**src/rtl/pc_pkg.sv**
```systemverilog
// pc_pkg: shared constants for the program-counter unit.
//   PC_SEQ..PC_ERET : encodings of the 3-bit next-PC select (6,7 reserved)
//   BR_SHIFT        : left shift turning a word-unit branch offset into bytes
package pc_pkg;
  localparam logic [2:0] PC_SEQ    = 3'd0;
  localparam logic [2:0] PC_BRANCH = 3'd1;
  localparam logic [2:0] PC_JUMP   = 3'd2;
  localparam logic [2:0] PC_JR     = 3'd3;
  localparam logic [2:0] PC_TRAP   = 3'd4;
  localparam logic [2:0] PC_ERET   = 3'd5;

  localparam int BR_SHIFT = 2;
endpackage

```
**src/rtl/pc_sequencer_next_calc.sv**
```systemverilog
// pc_next_calc: combinational next-PC selection.
//   in : pc, epc, pc_src, beq, bne, zero, imm16, jump_index, jr_addr
//   out: next_pc, pc_plus4, taken (branch taken), trap (TRAP selected),
//        indirect (JR/ERET, target may be misaligned), rsvd (reserved select)
module pc_next_calc
  import pc_pkg::*;
#(
  parameter int              WIDTH       = 32,
  parameter logic [WIDTH-1:0] TRAP_VECTOR = WIDTH'(32'h80)
) (
  input  logic [WIDTH-1:0] i_pc,
  input  logic [WIDTH-1:0] i_epc,
  input  logic [2:0]       i_pc_src,
  input  logic             i_beq,
  input  logic             i_bne,
  input  logic             i_zero,
  input  logic [15:0]      i_imm16,
  input  logic [25:0]      i_jump_index,
  input  logic [WIDTH-1:0] i_jr_addr,
  output logic [WIDTH-1:0] o_next_pc,
  output logic [WIDTH-1:0] o_pc_plus4,
  output logic             o_taken,
  output logic             o_trap,
  output logic             o_indirect,
  output logic             o_rsvd
);
  logic [WIDTH-1:0] w_br_off;
  logic             w_cond;

  assign o_pc_plus4 = i_pc + WIDTH'(4);
  // pc already points past the branch (fetch did PC+4), so offset adds to pc
  assign w_br_off   = {{(WIDTH-16){i_imm16[15]}}, i_imm16} << BR_SHIFT;
  assign w_cond     = (i_beq & i_zero) | (i_bne & ~i_zero);

  always_comb begin
    o_next_pc  = i_pc;
    o_taken    = 1'b0;
    o_trap     = 1'b0;
    o_indirect = 1'b0;
    o_rsvd     = 1'b0;
    case (i_pc_src)
      PC_SEQ:    o_next_pc = o_pc_plus4;
      PC_BRANCH: begin
        o_taken   = w_cond;
        o_next_pc = w_cond ? (i_pc + w_br_off) : o_pc_plus4;
      end
      PC_JUMP:   o_next_pc = {i_pc[WIDTH-1:28], i_jump_index, 2'b00};
      PC_JR:     begin o_next_pc = i_jr_addr; o_indirect = 1'b1; end
      PC_TRAP:   begin o_next_pc = TRAP_VECTOR; o_trap = 1'b1; end
      PC_ERET:   begin o_next_pc = i_epc; o_indirect = 1'b1; end
      default:   o_rsvd = 1'b1;
    endcase
  end
endmodule

```
**src/rtl/pc_sequencer.sv**
```systemverilog
// pc_sequencer: program-counter register with link/EPC capture.
//   clk, reset (sync, active-high), pc_we, pc_src[2:0], beq, bne, zero,
//   imm16, jump_index, jr_addr, link -> pc, pc_plus4, link_addr, epc,
//   branch_taken (pulse), misalign (pulse).
// Optional: define MISALIGN_TRAP_EN to trap on misaligned JR/ERET targets;
// otherwise the low two target bits are cleared and misalign stays 0.
module pc_sequencer
  import pc_pkg::*;
#(
  parameter int               WIDTH        = 32,
  parameter logic [WIDTH-1:0] RESET_VECTOR = WIDTH'(32'h0),
  parameter logic [WIDTH-1:0] TRAP_VECTOR  = WIDTH'(32'h80)
) (
  input  logic             clk,
  input  logic             reset,
  input  logic             pc_we,
  input  logic [2:0]       pc_src,
  input  logic             beq,
  input  logic             bne,
  input  logic             zero,
  input  logic [15:0]      imm16,
  input  logic [25:0]      jump_index,
  input  logic [WIDTH-1:0] jr_addr,
  input  logic             link,
  output logic [WIDTH-1:0] pc,
  output logic [WIDTH-1:0] pc_plus4,
  output logic [WIDTH-1:0] link_addr,
  output logic [WIDTH-1:0] epc,
  output logic             branch_taken,
  output logic             misalign
);
  logic [WIDTH-1:0] r_pc, r_link, r_epc;
  logic             r_bt, r_mis;
  logic [WIDTH-1:0] w_next, w_pc_d;
  logic             w_taken, w_trap, w_indirect, w_rsvd, w_mis;

  pc_next_calc #(.WIDTH(WIDTH), .TRAP_VECTOR(TRAP_VECTOR)) u_calc (
    .i_pc(r_pc), .i_epc(r_epc), .i_pc_src(pc_src),
    .i_beq(beq), .i_bne(bne), .i_zero(zero), .i_imm16(imm16),
    .i_jump_index(jump_index), .i_jr_addr(jr_addr),
    .o_next_pc(w_next), .o_pc_plus4(pc_plus4), .o_taken(w_taken),
    .o_trap(w_trap), .o_indirect(w_indirect), .o_rsvd(w_rsvd)
  );

  always_comb begin
    w_mis  = 1'b0;
    w_pc_d = w_next;
`ifdef MISALIGN_TRAP_EN
    // Only register-sourced targets can carry nonzero low bits
    w_mis  = w_indirect & (|w_next[1:0]);
    if (w_mis) w_pc_d = TRAP_VECTOR;
`else
    w_pc_d = {w_next[WIDTH-1:2], 2'b00};
`endif
  end

  always_ff @(posedge clk) begin
    if (reset) begin
      r_pc   <= RESET_VECTOR;
      r_link <= '0;
      r_epc  <= '0;
      r_bt   <= 1'b0;
      r_mis  <= 1'b0;
    end else begin
      r_bt  <= 1'b0;
      r_mis <= 1'b0;
      // Reserved selects are a full no-op, including link capture
      if (pc_we && !w_rsvd) begin
        r_pc <= w_pc_d;
        if (link)           r_link <= r_pc;
        if (w_trap || w_mis) r_epc <= r_pc;
        r_bt  <= w_taken;
        r_mis <= w_mis;
      end
    end
  end

  assign pc           = r_pc;
  assign link_addr    = r_link;
  assign epc          = r_epc;
  assign branch_taken = r_bt;
  assign misalign     = r_mis;
endmodule

```
**config.mk**
```make
export PLATFORM = sky130hd
export DESIGN_NAME = pc_sequencer
export DESIGN_NICKNAME = d
export VERILOG_FILES = /design/src/rtl/pc_pkg.sv /design/src/rtl/pc_sequencer_next_calc.sv /design/src/rtl/pc_sequencer.sv
export SDC_FILE = /design/constraint.sdc
export NUM_CORES = 1
export LEC_CHECK = 0
export BUFFER_PORTS_ARGS = -buffer_cell sky130_fd_sc_hd__clkbuf_2
export CORE_AREA = 2 2 137 193
export DETAILED_ROUTE_END_ITERATION = 12
export DIE_AREA = 0 0 139 195
export SLEW_MARGIN = 20
export SYNTH_ARGS = -nofsm -noshare
export SYNTH_HDL_FRONTEND = slang
export SYNTH_SLANG_ARGS = --single-unit
```
**constraint.sdc**
```tcl
create_clock -name clk -period 3.6 [get_ports clk]
set_clock_uncertainty 0.15 [all_clocks]
set_input_delay 0.72 -clock clk [delete_from_list [all_inputs] [get_ports clk]]
set_output_delay 0.72 -clock clk [all_outputs]
set_load 0.05 [all_outputs]
```
==> out/metrics.cfg, run 1 <==
[synthesis]
synth_cell_types=68
synth_area_leaders=dfxtp_1, a21oi_1, nand2_1, ha_1, xnor2_1
yosys.area.top_type_share_pct=29.1
synth_area_mm2=0.00626
synth_warnings=0
postSynthCellCount=858
dominantRegCellSynth=dfxtp_1
syn_avg_cell_area_um2=7.29
synth-edff-count=0
ys_seq_area_share_pct=29.1
yosys.area.top_type=dfxtp_1
synth-seq-cells=91
synthArstFlopShare_pct=0

[placement]
place_ws_ps=213
hpwl_um=21700
port_buffers=202
dpl_cell_area_mm2=0.00789
globalplace.congestion=0.877

[routing]
routedWlPerCell_um=20.1
drt_iter0_drc=389
first_pass_iters=5
vias=7160
vias_per_cell=5.14
drcViolationCount=0
wirelength_um=28000
ant_nets=0

[global_routing]
grt_pass1_wl_um=42100
grt_overflow=0
grt_pass1_vias=7025
globalRouteTotalUtil_pct=20.3
grt_max_degree=56
antenna_found_initial=0

[layout]
area_growth_pct=31.0
register_area_mm2=0.00182
fillCellCount=2768
multi_input_area_mm2=0.00417
fin_nets=1184
fin_area_mm2=0.00820
drive_gt1_share_pct=27.3
n_antenna_cell=0

[sta]
finalWorstSetupSlack_ps=134
min_period_ps=3470
fin_crit_sh_pct=96.3
rsz0062_at_grt=no
final.setup.tns_ps=0
slew_headroom_pct=54.7
finalSetupViolCount=0
fmax_mhz=288
worst_pin_slew_ps=680
maxSlewViolCount=0
finalHoldViolCount=0
hold_slack_ps=305

[cts]
cts_tree=done
ctsResizeCount=0
cts.sinks=91
ctsLongestPathBuffers=2
clkTransAtPathRegs_ps=70
clock_latency_ps=380
root_buffer=clkbuf_16
htreeDepth=3
hold_buffers=0
numCtsBuffers=9
cts_setup_buffers=0

[run_status]
outcome=finished, final reports clean

[floorplan]
die_area_mm2=0.0271
core_mm2=0.0252
initial_utilization_pct=24.8
io_pins=214
die_x_um=139
fp.dieH_um=195
row_count=69

[worst_setup_path]
critPathArrivalTime_ps=2600
path_cells=and4_1 -> nand4_2 -> or4_4 -> nor2_2 -> nand3_1 -> xnor2_2 -> clkbuf_4
crit_type=reg2out
path_max_fanout=4
crit_path_start_kind=register
slowest_stage=or4_4
max_stage_delay_ps=510
end_kind=primary output
required_ps=2730

[power]
p_leak_uw=0.00353
pwr_density_cell_mw_per_mm2=377
vdd_drop_max_v=0.000248

[min_path]
hp-class=reg2reg

[flow_run]
drv_cap=0

==> Yosys cell counts, types with 3 or more instances <==
cell,number
nand2_1,164
a21oi_1,127
dfxtp_1,91
nor2_1,56
clkbuf_1,53
o21ai_0,42
ha_1,30
xnor2_1,27
nor3_1,26
a22oi_1,22
xor2_1,21
a221oi_1,15
nand3_1,15
inv_1,13
o21a_1,13
buf_4,9
or3_1,9
a21o_1,8
a31oi_1,8
and2_1,8
a211oi_1,7
mux2i_1,6
nand2b_1,6
and3_1,5
nand4_1,5
nor2b_1,5
o21bai_1,5
o211ai_1,4
o22ai_1,4
o32ai_1,4
a2111oi_0,3
buf_2,3
==> per-stage QoR <==
stage | power (uW) | util (%) | std cells
finish | 3090 | 32.5 | 1393
global route | 3230 | 32.5 | 1393
CTS | 3100 | 32.5 | 1393
detailed placement | 2120 | 31.3 | 1377
global placement | 2110 | 31.3 | 1377
floorplan | 1790 | - | 866
==> cell type report <==
| cell class | count | area share (%) |
|---|---|---|
| clock buffers | 9 | 2.75 |
| clock inverters | 7 | 0.839 |
| inverters | 14 | 0.641 |
| multi-input cells | 694 | 50.8 |
| flip-flops and latches | 91 | 22.2 |
| well taps | 319 | 4.87 |
| repair buffers | 259 | 17.9 |
==> registers in the layout (all words and copies together), names as in the netlist <==
name	count
pc	30
epc	30
branch_taken	1
link_addr	30
==> kinds of logic (layout without fill, tap and decap cells) <==
logic type	after synthesis	in the layout	synth area share (%)
adder cells (fa/ha/maj)	31	31	6.32
multiplexers	6	6	0.960
XOR/XNOR	48	48	6.72
buffers and inverters	81	289	5.46
AND/OR/NAND/NOR	313	313	22.7
other	1	9	0.0599
flip-flops	91	91	29.1
AO/OA/AOI/OAI	287	287	28.7
==> power by group <==
group / internal (uW) / switching (uW)
clock network: 489 / 496
registers: 1040 / 33.3
logic: 315 / 713
total: 1850 / 1240
==> per-layer routing <==
metal  GRT usage [%]  vias up  share of wire (%)  wire, um
met5               0        -                  0         0
met4            9.20        0                4.3      1190
met3            3.48       53                5.3      1470
met2            35.9      292                 49     13800
met1            23.9     3345                 41     11500
li1                -     3470                  -         -
==> placed cells by master (no fill, tap or decap), types with 13 or more instances in the layout <==
cell type / synthesis / routed
a221oi_1: 15 / 15
o21a_1: 13 / 13
nor2_1: 56 / 56
buf_4: 9 / 56
nand3_1: 15 / 14
dfxtp_1: 91 / 91
xnor2_1: 27 / 25
inv_1: 13 / 13
o21ai_0: 42 / 42
nor3_1: 26 / 25
clkbuf_2: 0 / 200
a22oi_1: 22 / 22
ha_1: 30 / 30
nand2_1: 164 / 164
a21oi_1: 127 / 127
xor2_1: 21 / 20
==> worst paths after layout <==
path | from | endpoint | slack (ps) | cells after the start
worst min register to register | link_addr[17] | link_addr[17] | 310 | 2
worst max register to register | pc[5] | pc[27] | 480 | 10
worst min-delay path | link_addr[17] | link_addr[17] | 310 | 2
worst max-delay path | pc[17] | pc_plus4[28] | 130 | 7
==> critical path: cells and delay by family (launching register included) <==
kind / cells / cell delay [ps]
and+or+nand+nor: 5 / 1360
xor gates and xnor gates: 1 / 240
buffers and inverters: 1 / 290
DFF: 1 / 340
No activity file was read; power rests on OpenSTA's default activity.
==> run 2: changes to the inputs <==
--- a/config.mk
+++ b/config.mk
@@ -9,6 +9,7 @@
 export CORE_AREA = 2 2 137 193
 export DETAILED_ROUTE_END_ITERATION = 12
 export DIE_AREA = 0 0 139 195
+export GPL_TIMING_DRIVEN = 0
 export SLEW_MARGIN = 20
 export SYNTH_ARGS = -nofsm -noshare
 export SYNTH_HDL_FRONTEND = slang
==> run 2 against run 1 <==
Largest power group unchanged. Combinational power decreased by 5%. First-iteration DRC count increased by 32%. Utilization decreased by 0.14 points. Design area decreased by 0.44%. Clock power increased by 11%. Via count increased by 3.4%. Routed wire length increased by 6.7%. Count of clock-buffer cells in the layout increased by 1. Hold slack got worse by 0.99 ps. Maximum frequency decreased by 2.7%. Register-to-register slack got worse by 220 ps.
==> out/metrics.cfg, run 2 (same netlist as run 1, synthesis figures left out) <==
[run_status]
outcome=finished, final reports clean  ; unchanged

[worst_setup_path]
r2r-start=pc[2]  ; was pc[5]
crit_path_start_kind=register  ; unchanged
ff2ff_path_depth=11  ; was 10
end_kind=primary output  ; unchanged
crit_start=pc[15]  ; was pc[17]
crit_type=reg2out  ; unchanged
critPathArrivalTime_ps=2690  ; was 2600 ps
r2r_setup_slack_ps=260  ; was 480 ps
required_ps=2730  ; about the same
path_max_fanout=8  ; was 4
reg2reg_to=pc[30]  ; was pc[27]

[floorplan]
initial_utilization_pct=24.8  ; unchanged
die_x_um=139  ; unchanged
core_mm2=0.0252  ; unchanged
die_area_mm2=0.0271  ; unchanged
io_pins=214  ; unchanged
row_count=69  ; unchanged
fp.dieH_um=195  ; unchanged

[flow_run]
drv_cap=0  ; unchanged

[placement]
globalplace.congestion=0.977  ; was 0.877
hpwl_um=23600  ; was 21700 um
place_ws_ps=-55.6  ; was 213 ps
port_buffers=200  ; was 202
dpl_cell_area_mm2=0.00771  ; was 0.00789 mm2

[sta]
worst_pin_slew_ps=1020  ; was 680 ps
finalWorstSetupSlack_ps=38.4  ; was 134 ps
maxSlewViolCount=0  ; unchanged
hold_slack_ps=304  ; was 305 ps
fin_crit_sh_pct=98.9  ; was 96.3%
rsz0062_at_grt=no  ; unchanged
finalSetupViolCount=0  ; unchanged
slew_headroom_pct=32.0  ; was 54.7%
min_period_ps=3560  ; was 3470 ps
fmax_mhz=281  ; was 288 MHz
finalHoldViolCount=0  ; unchanged

[layout]
post-route-util_pct=32.4  ; was 32.5%
drive_gt1_share_pct=24.4  ; was 27.3%
mostFrequentLayoutCells=clkbuf_2, nand2_1, a21oi_1  ; unchanged
final_common_cell=clkbuf_2  ; unchanged
fin_area_mm2=0.00817  ; was 0.00820 mm2
area_growth_pct=30.5  ; was 31.0%
n_antenna_cell=0  ; unchanged
fin_nets=1196  ; was 1184

[global_routing]
grt_overflow=0  ; unchanged
grt_max_degree=17  ; was 56
globalRouteTotalUtil_pct=21.2  ; was 20.3%
antenna_found_initial=0  ; unchanged
grt_pass1_wl_um=43400  ; was 42100 um
grt_pass1_vias=7125  ; was 7025

[routing]
vias_per_cell=5.27  ; was 5.14
vias=7402  ; was 7160
drcViolationCount=0  ; unchanged
first_pass_iters=5  ; unchanged
routedWlPerCell_um=21.2  ; was 20.1 um
drt_iter0_drc=513  ; was 389
ant_nets=0  ; unchanged
wirelength_um=29800  ; was 28000 um

[cts]
root_buffer=clkbuf_16  ; unchanged
htreeDepth=3  ; unchanged
ctsLongestPathBuffers=2  ; unchanged
clock_latency_ps=360  ; was 380 ps
numCtsBuffers=9  ; unchanged
cts.sinks=91  ; unchanged
cts_tree=done  ; unchanged
clkTransAtPathRegs_ps=70  ; about the same
hold_buffers=0  ; unchanged

[power]
vdd_drop_max_v=0.000228  ; was 0.000248 V
pwr_density_cell_mw_per_mm2=391  ; was 377 mW/mm2
p_leak_uw=0.00342  ; was 0.00353 uW

[min_path]
hp-start=link_addr[9]  ; was link_addr[17]
hold_path_end=link_addr[9]  ; was link_addr[17]
holdPathStages=2  ; unchanged
hp-class=reg2reg  ; unchanged

-- run 2: routing by layer --
| metal | routed length, um | track usage (%) |
|---|---|---|
| met1 | 11500 | 24.5 |
| met2 | 14800 | 37.5 |
| met3 | 2410 | 4.83 |
| met4 | 1130 | 8.90 |
| met5 | 0 | 0 |
-- run 2: report_power, final --
group          internal, uW  switching [uW]  leakage (uW)
logic                   290             685       0.00252
registers              1040            79.4      0.000745
clock network           619             475      0.000155
total                  1950            1240       0.00342
-- run 2: cell type report --
| class | count | area (um2) |
|---|---|---|
| Multi-Input combinational cell | 694 | 4190 |
| Timing Repair Buffer | 205 | 1060 |
| Clock buffer | 10 | 229 |
| Inverter | 14 | 52.6 |
| Fill cell | 2781 | 17000 |
| Clock inverter | 6 | 96.3 |
| Buffer | 66 | 292 |
| Sequential cell | 91 | 1840 |
| Tap cell | 319 | 399 |
-- run 2: how the worst max path moves through the flow --
stage / cells after the start / slack (ps) / to
final: 6 / 40 / pc_plus4[24]
after global routing: 7 / 0.5 / pc_plus4[28]
after CTS: 8 / 6 / pc_plus4[28]
after detailed placement: 9 / -60 / pc[23]
after global placement: 10 / -80 / pc[31]
after floorplan: 5 / 0.6 / pc_plus4[26]
-- run 2: critical path, stage by stage, from the launching register on --
cell	delay [ps]
dfxtp_2	480
and4_1	330
nand4_2	230
or4_4	540
nor2_1	190
xor2_2	260
clkbuf_4	290
-- run 2: through the flow --
step                instances  power, uW  setup TNS (ps)
floorplan                 866       1790               0
global placement         1385       2090            -161
detailed placement       1385       2100            -111
CTS                      1401       3200               0
global route             1405       3310               0
finish                   1405       3190               0
-- run 2: timing repair --
item                       in CTS  in global routing
setup endpoints to repair      11                  7
pin swaps                       3                  4
resized for setup              26                  8
buffers inserted                1                  4
